--- src/rtl/fsm_ctrl_pkg.sv ---
`default_nettype none
// ============================================================================
// fsm_ctrl_pkg : shared types and constants for the table-driven controller
// Revision     : 1.0
// ============================================================================
package fsm_ctrl_pkg;

  localparam int STATE_W   = 3;
  localparam int OUT_W     = 3;
  localparam int ENTRY_W   = STATE_W + OUT_W;
  localparam int TBL_DEPTH = 16;
  localparam int TBL_AW    = 4;

  // Entry layout: {next_state, out}
  localparam int NS_HI  = 5;
  localparam int NS_LO  = 3;
  localparam int OUT_HI = 2;
  localparam int OUT_LO = 0;

  typedef enum logic [1:0] {
    CTRL_IDLE  = 2'd0,
    CTRL_LOAD  = 2'd1,
    CTRL_RUN   = 2'd2,
    CTRL_FAULT = 2'd3
  } ctrl_e;

  function automatic logic [STATE_W-1:0] entry_next(input logic [ENTRY_W-1:0] e);
    return e[NS_HI:NS_LO];
  endfunction

  function automatic logic [OUT_W-1:0] entry_out(input logic [ENTRY_W-1:0] e);
    return e[OUT_HI:OUT_LO];
  endfunction

endpackage
`default_nettype wire

--- src/rtl/fsm_table_ram.sv ---
`default_nettype none
// ============================================================================
// fsm_table_ram : 16x6 transition table, sync write, async read, no reset
// Revision      : 1.0
// ============================================================================
module fsm_table_ram
  import fsm_ctrl_pkg::*;
(
  input  logic               clk,
  input  logic               we,
  input  logic [TBL_AW-1:0]  waddr,
  input  logic [ENTRY_W-1:0] wdata,
  input  logic [TBL_AW-1:0]  raddr,
  output logic [ENTRY_W-1:0] rdata
);

  logic [ENTRY_W-1:0] r_mem [TBL_DEPTH];

  always_ff @(posedge clk) begin
    if (we) begin
      r_mem[waddr] <= wdata;
    end
  end

  assign rdata = r_mem[raddr];

endmodule
`default_nettype wire

--- src/rtl/fsm_table_ctrl.sv ---
`default_nettype none
// ============================================================================
// fsm_table_ctrl : programmable table-driven sequence machine with load port,
//                  run/stop/step control and sticky illegal-transition trap
// Revision       : 1.0
// ============================================================================
module fsm_table_ctrl
  import fsm_ctrl_pkg::*;
#(
  parameter logic [STATE_W-1:0] INIT_STATE = 3'd2,
  parameter logic [7:0]         LEGAL_MASK = 8'b0011_1110
) (
  input  logic               clk,
  input  logic               reset,
  input  logic               load_start,
  input  logic               cfg_valid,
  output logic               cfg_ready,
  input  logic [ENTRY_W-1:0] cfg_data,
  input  logic               run_start,
  input  logic               run_stop,
  input  logic               step,
  input  logic               a,
  output logic [STATE_W-1:0] state_q,
  output logic [OUT_W-1:0]   saida,
  output logic               loaded,
  output logic               fault
);

  ctrl_e               r_ctrl, w_ctrl_d;
  logic [TBL_AW-1:0]   r_wr_ptr, w_wr_ptr_d;
  logic [STATE_W-1:0]  r_state, w_state_d;
  logic [OUT_W-1:0]    r_saida, w_saida_d;
  logic                r_loaded, w_loaded_d;
  logic                r_fault, w_fault_d;
  logic                w_we;
  logic                w_accept;
  logic                w_legal;
  logic [TBL_AW-1:0]   w_raddr;
  logic [ENTRY_W-1:0]  w_entry;
  logic [STATE_W-1:0]  w_ns;

  assign w_raddr  = {a, r_state};
  assign w_ns     = entry_next(w_entry);
  assign w_legal  = LEGAL_MASK[w_ns];
  assign w_accept = cfg_valid & cfg_ready;

  fsm_table_ram u_table (
    .clk   (clk),
    .we    (w_we),
    .waddr (r_wr_ptr),
    .wdata (cfg_data),
    .raddr (w_raddr),
    .rdata (w_entry)
  );

  always_ff @(posedge clk) begin
    if (reset) begin
      r_ctrl <= CTRL_IDLE;
    end else begin
      r_ctrl <= w_ctrl_d;
    end
  end

  always_ff @(posedge clk) begin
    if (reset) begin
      r_wr_ptr <= '0;
      r_state  <= INIT_STATE;
      r_saida  <= '0;
      r_loaded <= 1'b0;
      r_fault  <= 1'b0;
    end else begin
      r_wr_ptr <= w_wr_ptr_d;
      r_state  <= w_state_d;
      r_saida  <= w_saida_d;
      r_loaded <= w_loaded_d;
      r_fault  <= w_fault_d;
    end
  end

  always_comb begin
    w_ctrl_d   = r_ctrl;
    w_wr_ptr_d = r_wr_ptr;
    w_state_d  = r_state;
    w_saida_d  = r_saida;
    w_loaded_d = r_loaded;
    w_fault_d  = r_fault;
    w_we       = 1'b0;
    case (r_ctrl)
      CTRL_IDLE: begin
        if (load_start) begin
          w_ctrl_d   = CTRL_LOAD;
          w_wr_ptr_d = '0;
          w_loaded_d = 1'b0;
        end else if (run_start && r_loaded) begin
          w_ctrl_d  = CTRL_RUN;
          w_state_d = INIT_STATE;
          w_saida_d = '0;
        end
      end
      CTRL_LOAD: begin
        // An abort drops the same-cycle beat so a partial table is never flagged loaded.
        if (run_stop) begin
          w_ctrl_d   = CTRL_IDLE;
          w_loaded_d = 1'b0;
        end else if (w_accept) begin
          w_we       = 1'b1;
          w_wr_ptr_d = r_wr_ptr + 1'b1;
          if (r_wr_ptr == TBL_AW'(TBL_DEPTH - 1)) begin
            w_ctrl_d   = CTRL_IDLE;
            w_loaded_d = 1'b1;
          end
        end
      end
      CTRL_RUN: begin
        if (run_stop) begin
          w_ctrl_d = CTRL_IDLE;
        end else if (step) begin
          if (w_legal) begin
            w_state_d = w_ns;
            w_saida_d = entry_out(w_entry);
          end else begin
            w_ctrl_d  = CTRL_FAULT;
            w_fault_d = 1'b1;
          end
        end
      end
      CTRL_FAULT: begin
        if (load_start) begin
          w_ctrl_d   = CTRL_LOAD;
          w_fault_d  = 1'b0;
          w_wr_ptr_d = '0;
          w_loaded_d = 1'b0;
        end
      end
      default: begin
        w_ctrl_d = CTRL_IDLE;
      end
    endcase
  end

  assign cfg_ready = (r_ctrl == CTRL_LOAD);
  assign state_q   = r_state;
  assign saida     = r_saida;
  assign loaded    = r_loaded;
  assign fault     = r_fault;

endmodule
`default_nettype wire

--- config.mk ---
export PLATFORM = sky130hd
export DESIGN_NAME = fsm_table_ctrl
export DESIGN_NICKNAME = d
export VERILOG_FILES = /design/src/rtl/fsm_ctrl_pkg.sv /design/src/rtl/fsm_table_ram.sv /design/src/rtl/fsm_table_ctrl.sv
export SDC_FILE = /design/constraint.sdc
export NUM_CORES = 1
export LEC_CHECK = 0
export ABC_CLOCK_PERIOD_IN_PS = 2550
export CORE_MARGIN = 8
export CORE_UTILIZATION = 54
export CTS_CLUSTER_SIZE = 28
export DETAILED_ROUTE_END_ITERATION = 8
export PLACE_DENSITY = 0.76
export SYNTH_ARGS = -nofsm -noshare
export SYNTH_HDL_FRONTEND = slang
export SYNTH_SLANG_ARGS = --single-unit
--- constraint.sdc ---
create_clock -name clk -period 2.55 [get_ports clk]
set_clock_uncertainty 0.1 [all_clocks]
set_input_delay 0.6375 -clock clk [delete_from_list [all_inputs] [get_ports clk]]
set_output_delay 0.6375 -clock clk [all_outputs]
set_load 0.005 [all_outputs]
==> results of run 1 <==
-- worst paths after layout --
| path | cells after the start | slack, ps | to | from |
|---|---|---|---|---|
| max reg2reg | 7 | -20 | saida[0] | state_q[0] |
| min reg2reg | 1 | 380 | saida[1] | saida[1] |
| max | 7 | -20 | saida[0] | state_q[0] |
| min | 1 | 380 | saida[1] | saida[1] |
-- per-layer routing --
metal | GRT usage [%] | up-vias | wire [um]
met2 | 26.20 | 87 | 4450
li1 | - | 1156 | -
met4 | 4.594 | 0 | 80
met5 | 0 | - | 0
met3 | 3.629 | 9 | 693
met1 | 22.18 | 1258 | 4091
-- state kept, by name, indices dropped and copies added, names as in the netlist --
name and cells:
u_table.r_mem 96, fault 1, r_ctrl 2, state_q 3, saida 3, r_wr_ptr 4
loaded 1
-- cell usage in the layout (no fill, tap or decap), drive strengths merged, types with 6 or more instances in the layout --
cell type and n:
inv 15, dfxtp 14, buf 36, mux4 27, clkbuf 10, nand2 10
nand3 6, ha 8, nor2 20, edfxtp 96, clkdlybuf4s50 22
-- stage by stage --
stage / worst slack, ps / hold WS, ps / utilization [%] / cell area [um^2] / total power, mW
after floorplan: 12.81 / 355.8 / - / 4601 / 2.278
after global placement: -122.8 / 346.3 / 62.24 / 5140 / 2.399
after detailed placement: -202.4 / 354.2 / 62.24 / 5140 / 2.409
after CTS: 3.660 / 377.2 / 65.36 / 5398 / 3.511
after global routing: -119.1 / 391.7 / 66.67 / 5505 / 3.628
final: -21.70 / 376.8 / 66.67 / 5505 / 3.505
-- worst max-delay path, stage by stage (launching register included) --
cell,delay [ps]
dfxtp_4,420
clkbuf_16,170
mux4_2,510
a22oi_2,200
nand2_2,80
or4_4,590
a41oi_4,270
o2bb2ai_1,150
-- kinds of logic (layout without fill, tap and decap cells) --
| kind of cell | after synthesis | count (layout) | synth area share [%] |
|---|---|---|---|
| buf+inv | 23 | 89 | 2.312 |
| compound gates | 30 | 30 | 5.794 |
| xor+xnor | 2 | 2 | 0.3809 |
| fa+ha+maj | 8 | 8 | 2.176 |
| flops | 110 | 110 | 68.77 |
| mux | 31 | 31 | 14.25 |
| simple gates | 57 | 57 | 6.311 |
-- area by class of cell --
class / instances / share of cell area, %
flip-flops and latches: 110 / 57.52
multi-input cells: 128 / 24.70
repair buffers: 59 / 10.41
well taps: 105 / 2.386
clock buffers: 9 / 2.250
clock inverters: 7 / 1.773
inverters: 14 / 0.9545
-- what timing repair did --
action	4_1_cts	5_1_grt
pin swaps	0	4
setup endpoints to repair	9	9
resized for setup	2	6
gates cloned	1	1
setup buffers	0	6
-- power by group --
group	switching (mW)	internal [mW]	total, mW
Clock	0.569	0.556	1.13
Sequential	0.0299	1.98	2.01
Combinational	0.211	0.159	0.370
==> metrics.txt, run 1 <==
share of cells above drive strength 1 28.13%; DIE WIDTH 108.3 um; diode count 0; YS warnings 0; H-tree lvl count 3; peak supply drop 0.4391 mV; Inst Count DP 408; Synth area leaders edfxtp_1 63%, mux4_2 12%, dfxtp_1 6.1%; GR Overflow Total 0; Routability Congestion 0.8451; RSZ-0062 raised after global routing true; drt pass-1 iters 4; Worst Path Required 2750 ps; clock buffer depth 2; number of synthesized flops with an enable pin 96; Setup CP Type reg -> reg; most frequent cell after synthesis edfxtp_1; Core ar. 8258 um^2; root buffer cell clkbuf_8; Tot GR Track Use 16.38%; Hold WC Path Type reg -> reg; Distinct cells, synth 44; final setup fails 4; share of the synthesized area in the top cell type 62.68%; period utilization 100.9%; post-synth top area cell edfxtp_1; DR iter-0 viols 167; post-route ant nets 0; Max Freq 388.8 MHz; final hold vios 0; Final Net Count 344; Top FF cell, synth edfxtp_1; HPWL after DPL 6173 um; power density over cell area 636.6 nW/um^2; DRC Markers 0; first-pass GRT wire length 14170 um; Post-Syn Area 4599 um^2; Leak 1.859 nW; Setup crit end kind flip-flop; max_cap viols 0; starting density of the core 55.70%; FP Rows 33; syn nets 283; register area share after synthesis 68.77%; worst-margin pin slew 650.4 ps; clock transition at the registers of the reported paths 100 ps; setup slack after layout -21.70 ps; Yosys reg bits 110; Post-CTS Hold Buffers 0; multi-input logic area 1360 um^2; IO Port Bufs 22; filler instances 554; antenna violations before repair 0; DR vias 2510; Post-synth top cells 96 x edfxtp_1, 25 x mux4_2, 20 x nor2_1; post-layout min period 2572 ps; overall routed net length 9316 um; Area Overhead vs Synth 19.70%; I/O pin count 23; CTS buffer count 9; setup_tns -62.69 ps; outcome finished, violations left; Worst-Skew Late Latency 360 ps; asr flop ratio synth 0%; syn_area_per_cell 17.62 um^2; Reg area 3167 um^2; largest fanout on the critical path 6; pin count of the biggest net entering global routing 27; clk sink count 110; Die Y 108.3 um; Synth Instances 261; vias in the first global route 2587; max-slew violations 0; vias per cell 5.810; Non-Filler Instances 432; failing checks setup timing; Rel. slew slack 56.51%; Startpoint Class flip-flop; Worst EP arrival 2770 ps; TritonCTS clock tree built; routed length per instance 21.56 um; die area 11730 um^2
(Power assumes the default switching activity.)
==> inputs of run 2 (changes only) <==
Settings changed: CORE_ASPECT_RATIO set to 1.4.
==> metrics.txt, run 2 (synthesized netlist as in run 1, its figures left out) <==
I/O pin count 23 (unchanged); HPWL after DPL 6474 um (was 6173 um); post-route ant nets 0 (unchanged); multi-input logic area 1359 um^2 (was 1360 um^2); Worst-Skew Late Latency 340 ps (was 360 ps); share of cells above drive strength 1 27.13% (was 28.13%); routed length per instance 21.99 um (was 21.56 um); vias per cell 5.910 (was 5.810); Worst Path Required 2700 ps (was 2750 ps); period utilization 103.5% (was 100.9%); GR Overflow Total 0 (unchanged); antenna violations before repair 0 (unchanged); Inst Count DP 410 (was 408); Non-Filler Instances 433 (was 432); Max Freq 378.9 MHz (was 388.8 MHz); R2R Setup Slk -90 ps (was -20 ps); final setup fails 8 (was 4); Fin Hold WS 366.2 ps (was 376.8 ps); hold_sp saida[2] (was saida[1]); Hold WC Path Type reg -> reg (unchanged); DR vias 2559 (was 2510); outcome finished, violations left (unchanged); Setup crit end kind flip-flop (unchanged); TritonCTS clock tree built (unchanged); clock transition at the registers of the reported paths 70 ps (was 100 ps); R2R Path End state_q[0] (was saida[0]); FP Rows 40 (was 33); DRC Markers 0 (unchanged); total power 3.633 mW (was 3.505 mW); max-slew violations 0 (unchanged); power density over cell area 654.2 nW/um^2 (was 636.6 nW/um^2); Core ar. 8408 um^2 (was 8258 um^2); Final Net Count 346 (was 344); Tot GR Track Use 16.58% (was 16.38%); worst slack at placement -192.3 ps (was -202.4 ps); DR iter-0 viols 191 (was 167); post-layout min period 2639 ps (was 2572 ps); setup_tns -259.8 ps (was -62.69 ps); hold path depth 1 (unchanged); Top reg by flops u_table.r_mem (unchanged); commonest non-fill, non-tap cells in the layout 96 x edfxtp_1, 34 x buf_4, 25 x mux4_2, 22 x clkdlybuf4s50_1, 20 x nor2_1 (was 96 x edfxtp_1, 32 x buf_4, 26 x mux4_2, 22 x clkdlybuf4s50_1, 20 x nor2_1); starting density of the core 54.70% (was 55.70%); Hold EP saida[2] (was saida[1]); clock buffer depth 2 (unchanged); r2r startpoint state_q[0] (unchanged); Setup CP Type reg -> reg (unchanged); Largest regs u_table.r_mem: 96 flops, r_wr_ptr: 4 flops (unchanged); Final Util 66.04% (was 66.67%); drt pass-1 iters 4 (unchanged); clk sink count 110 (unchanged); vias in the first global route 2654 (was 2587); diode count 0 (unchanged); setup slack after layout -89.37 ps (was -21.70 ps); Reg2Reg Depth 7 (unchanged); die area 11770 um^2 (was 11730 um^2); max_cap viols 0 (unchanged); Post-DP Area 5155 um^2 (was 5140 um^2); Routability Congestion 0.8436 (was 0.8451); RSZ-0062 raised after global routing true (unchanged); Post-CTS Hold Buffers 0 (unchanged); root buffer cell clkbuf_16 (was clkbuf_8); final hold vios 0 (unchanged); overall routed net length 9520 um (was 9316 um); Die Y 125.2 um (was 108.3 um); worst-margin pin slew 630.7 ps (was 650.4 ps); filler instances 549 (was 554); IO Port Bufs 22 (unchanged); cell area after layout 5553 um^2 (was 5505 um^2); max FFs per register 96 (unchanged); failing checks setup timing (unchanged); most common cell after layout, fill and taps aside edfxtp_1 (unchanged); largest fanout on the critical path 6 (unchanged); Area Overhead vs Synth 20.73% (was 19.70%); Reg area 3167 um^2 (unchanged); Startpoint Class flip-flop (unchanged); Rel. slew slack 57.82% (was 56.51%); pin count of the biggest net entering global routing 27 (unchanged); H-tree lvl count 3 (unchanged); first-pass GRT wire length 14400 um (was 14170 um); Leak 1.892 nW (was 1.859 nW); CTS buffer count 9 (unchanged); DIE WIDTH 94 um (was 108.3 um); Worst EP arrival 2790 ps (was 2770 ps); peak supply drop 0.3624 mV (was 0.4391 mV)
run 2: what timing repair did:
| action | CTS | global route |
|---|---|---|
| cloned | 0 | 1 |
| resized for setup | 2 | 3 |
| pin swaps | 1 | 4 |
| setup buffers | 7 | 0 |
| endpoints found under the setup margin | 9 | 9 |
run 2: worst max-delay path by stage:
stage / from / to / slack (ps) / cells past startpoint
2_1_floorplan: state_q[0] / r_ctrl[0] / 10 / 8
3_3_place_gp: a / r_ctrl[0] / -110 / 7
3_5_place_dp: a / r_ctrl[1] / -190 / 7
4_1_cts: state_q[0] / r_ctrl[1] / -70 / 7
5_1_grt: state_q[0] / state_q[0] / -170 / 7
6_report: state_q[0] / state_q[0] / -90 / 7
run 2: area by class of cell:
| type | instances | share of cell area, % |
|---|---|---|
| inverters | 14 | 0.9464 |
| clock buffers | 9 | 4.056 |
| multi-input cells | 128 | 24.47 |
| well taps | 105 | 2.366 |
| clock inverters | 6 | 0.6760 |
| flip-flops and latches | 110 | 57.03 |
| repair buffers | 61 | 10.46 |
run 2: power by group:
group	switching [mW]	internal (mW)	total (mW)
clock network	0.598	0.654	1.25
logic	0.214	0.161	0.375
registers	0.0248	1.98	2.01
total	0.838	2.80	3.63
run 2: per-layer routing:
metal | vias to the layer above | GRT usage [%] | share of wire, %
met3 | 21 | 3.293 | 3.5
met4 | 0 | 9.934 | 4.0
met5 | - | 0 | 0
met2 | 66 | 28.11 | 53
li1 | 1165 | - | -
met1 | 1307 | 18.53 | 39
run 2: worst max-delay path, stage by stage, from the launching register on:
cell       delay [ps]
dfxtp_4           380
buf_12            140
mux4_2            550
a22oi_2           240
nand2_2            90
or4_4             590
a41oi_4           260
o2bb2ai_1         190
==> patch, RTL diff (config.mk and constraints of run 2) <==
Change the package constant `TBL_DEPTH` from 16 to 64.
--- a/src/rtl/fsm_ctrl_pkg.sv
+++ b/src/rtl/fsm_ctrl_pkg.sv
@@ -8,7 +8,7 @@
   localparam int STATE_W   = 3;
   localparam int OUT_W     = 3;
   localparam int ENTRY_W   = STATE_W + OUT_W;
-  localparam int TBL_DEPTH = 16;
+  localparam int TBL_DEPTH = 64;
   localparam int TBL_AW    = 4;
 
   // Entry layout: {next_state, out}
Behaviour: no difference found for any inputs over 10 cycles, from zero or initial values and one cycle with reset high; that may be too few to reach the edited logic, so the function may still have changed.
==> patch against run 2 <==
Routed wire length stayed put; setup slack better by 0.091 ns; area after synthesis is 0.82% higher; cell area is 0.86% higher; sequential cell count stayed put; power is 6.2% higher; clock power is 6% higher; critical endpoint is now state_q[2]; largest power group unchanged.
==> patch: results (changes against run 2) <==
Compound-Gate Fraction of Synth Area=0.0577 (-0.000199); sequential area share after synthesis=0.682 (-0.00557); Psw=880 uW (+5.1%); met1 usage=0.192 (+0.00675); WL met2=5300 um (+4.7%); placed wire-length estimate=6680 um (+3.2%); worst ir drop on vdd=0.563 mV (+55%); number of non-clock buffers in the layout=65 (+6.6%); Multi-input comb cells=146 (+14%); placed instance area=5260 um^2 (+2.0%); fin nets=364 (+5.2%); top cells by count, synth=96 x edfxtp_1, 26 x nor2_1, 19 x nand2_1, 14 x dfxtp_1, 14 x mux4_1; DRT iter0 DRCs=243 (+27%); GRT Resource Usage Total=0.170 (+0.00462); Vias/cell=5.94 (+0.59%); share of cells above drive strength 1=0.265 (-0.00621); post-synth net total=299 (+5.7%); Core ar.=8460 um^2 (+0.60%); WP data arrival=2.69 ns (-0.10 ns); Non-clock inverters=10 (-4); status=completed; routed wl met3=477 um (+44%); fillers=590 (+7.5%); overall routed net length=9520 um (unchanged); gpl congestion=0.881 (+4.4%); post-synthesis adder-cell area fraction=0.0216 (-0.000176); Synth Instances=277 (+6.1%); worst slew pin tran=0.615 ns (-0.0160 ns); met1 wire length=3620 um (-3.4%); Switching Share=0.228 (-0.00228); multi-input gate share of the layout cell area=0.249 (+0.00440); synthesis-to-finish area growth=20.8% (about the same); Non-clock buffer share=0.105 (+0.000230); sequential share of power=0.519 (-0.033); sequential cell area share=0.565 (-0.00484); CTS resizes=7 (+5); post-synthesis mux area share=0.132 (-0.0101); largest net degree at the start of global routing=17 (-37%); first-pass GRT wire length=14800 um (+3.0%)
patch: changes by cell type in the layout (fill, tap and decap cells not counted), sizes merged, moves of 3 or more:
cell / change
a31oi: +5
nor2: +6
a22o: +3
buf: +5
mux2i: -3
nor2b: +4
mux4: -3
a211oi: +3
inv: -5
nand2: +9
o2bb2ai: -4
patch: worst max-delay path, cell delays in order, from the launching register on:
cell and delay (ns):
dfxtp_4 0.38, buf_12 0.13, mux4_2 0.53, a22oi_2 0.17, and3_4 0.22, buf_6 0.10
nor2b_4 0.04, o41a_1 0.52, a22o_1 0.25
patch: final timing paths:
| check | startpoint | end | slack, ns | cells past startpoint |
|---|---|---|---|---|
| worst max-delay path | state_q[0] | state_q[2] | 0.002 | 8 |
| worst min-delay path | saida[0] | saida[0] | 0.39 | 1 |
| worst max register to register | state_q[0] | state_q[2] | 0.002 | 8 |
| worst min register to register | saida[0] | saida[0] | 0.39 | 1 |
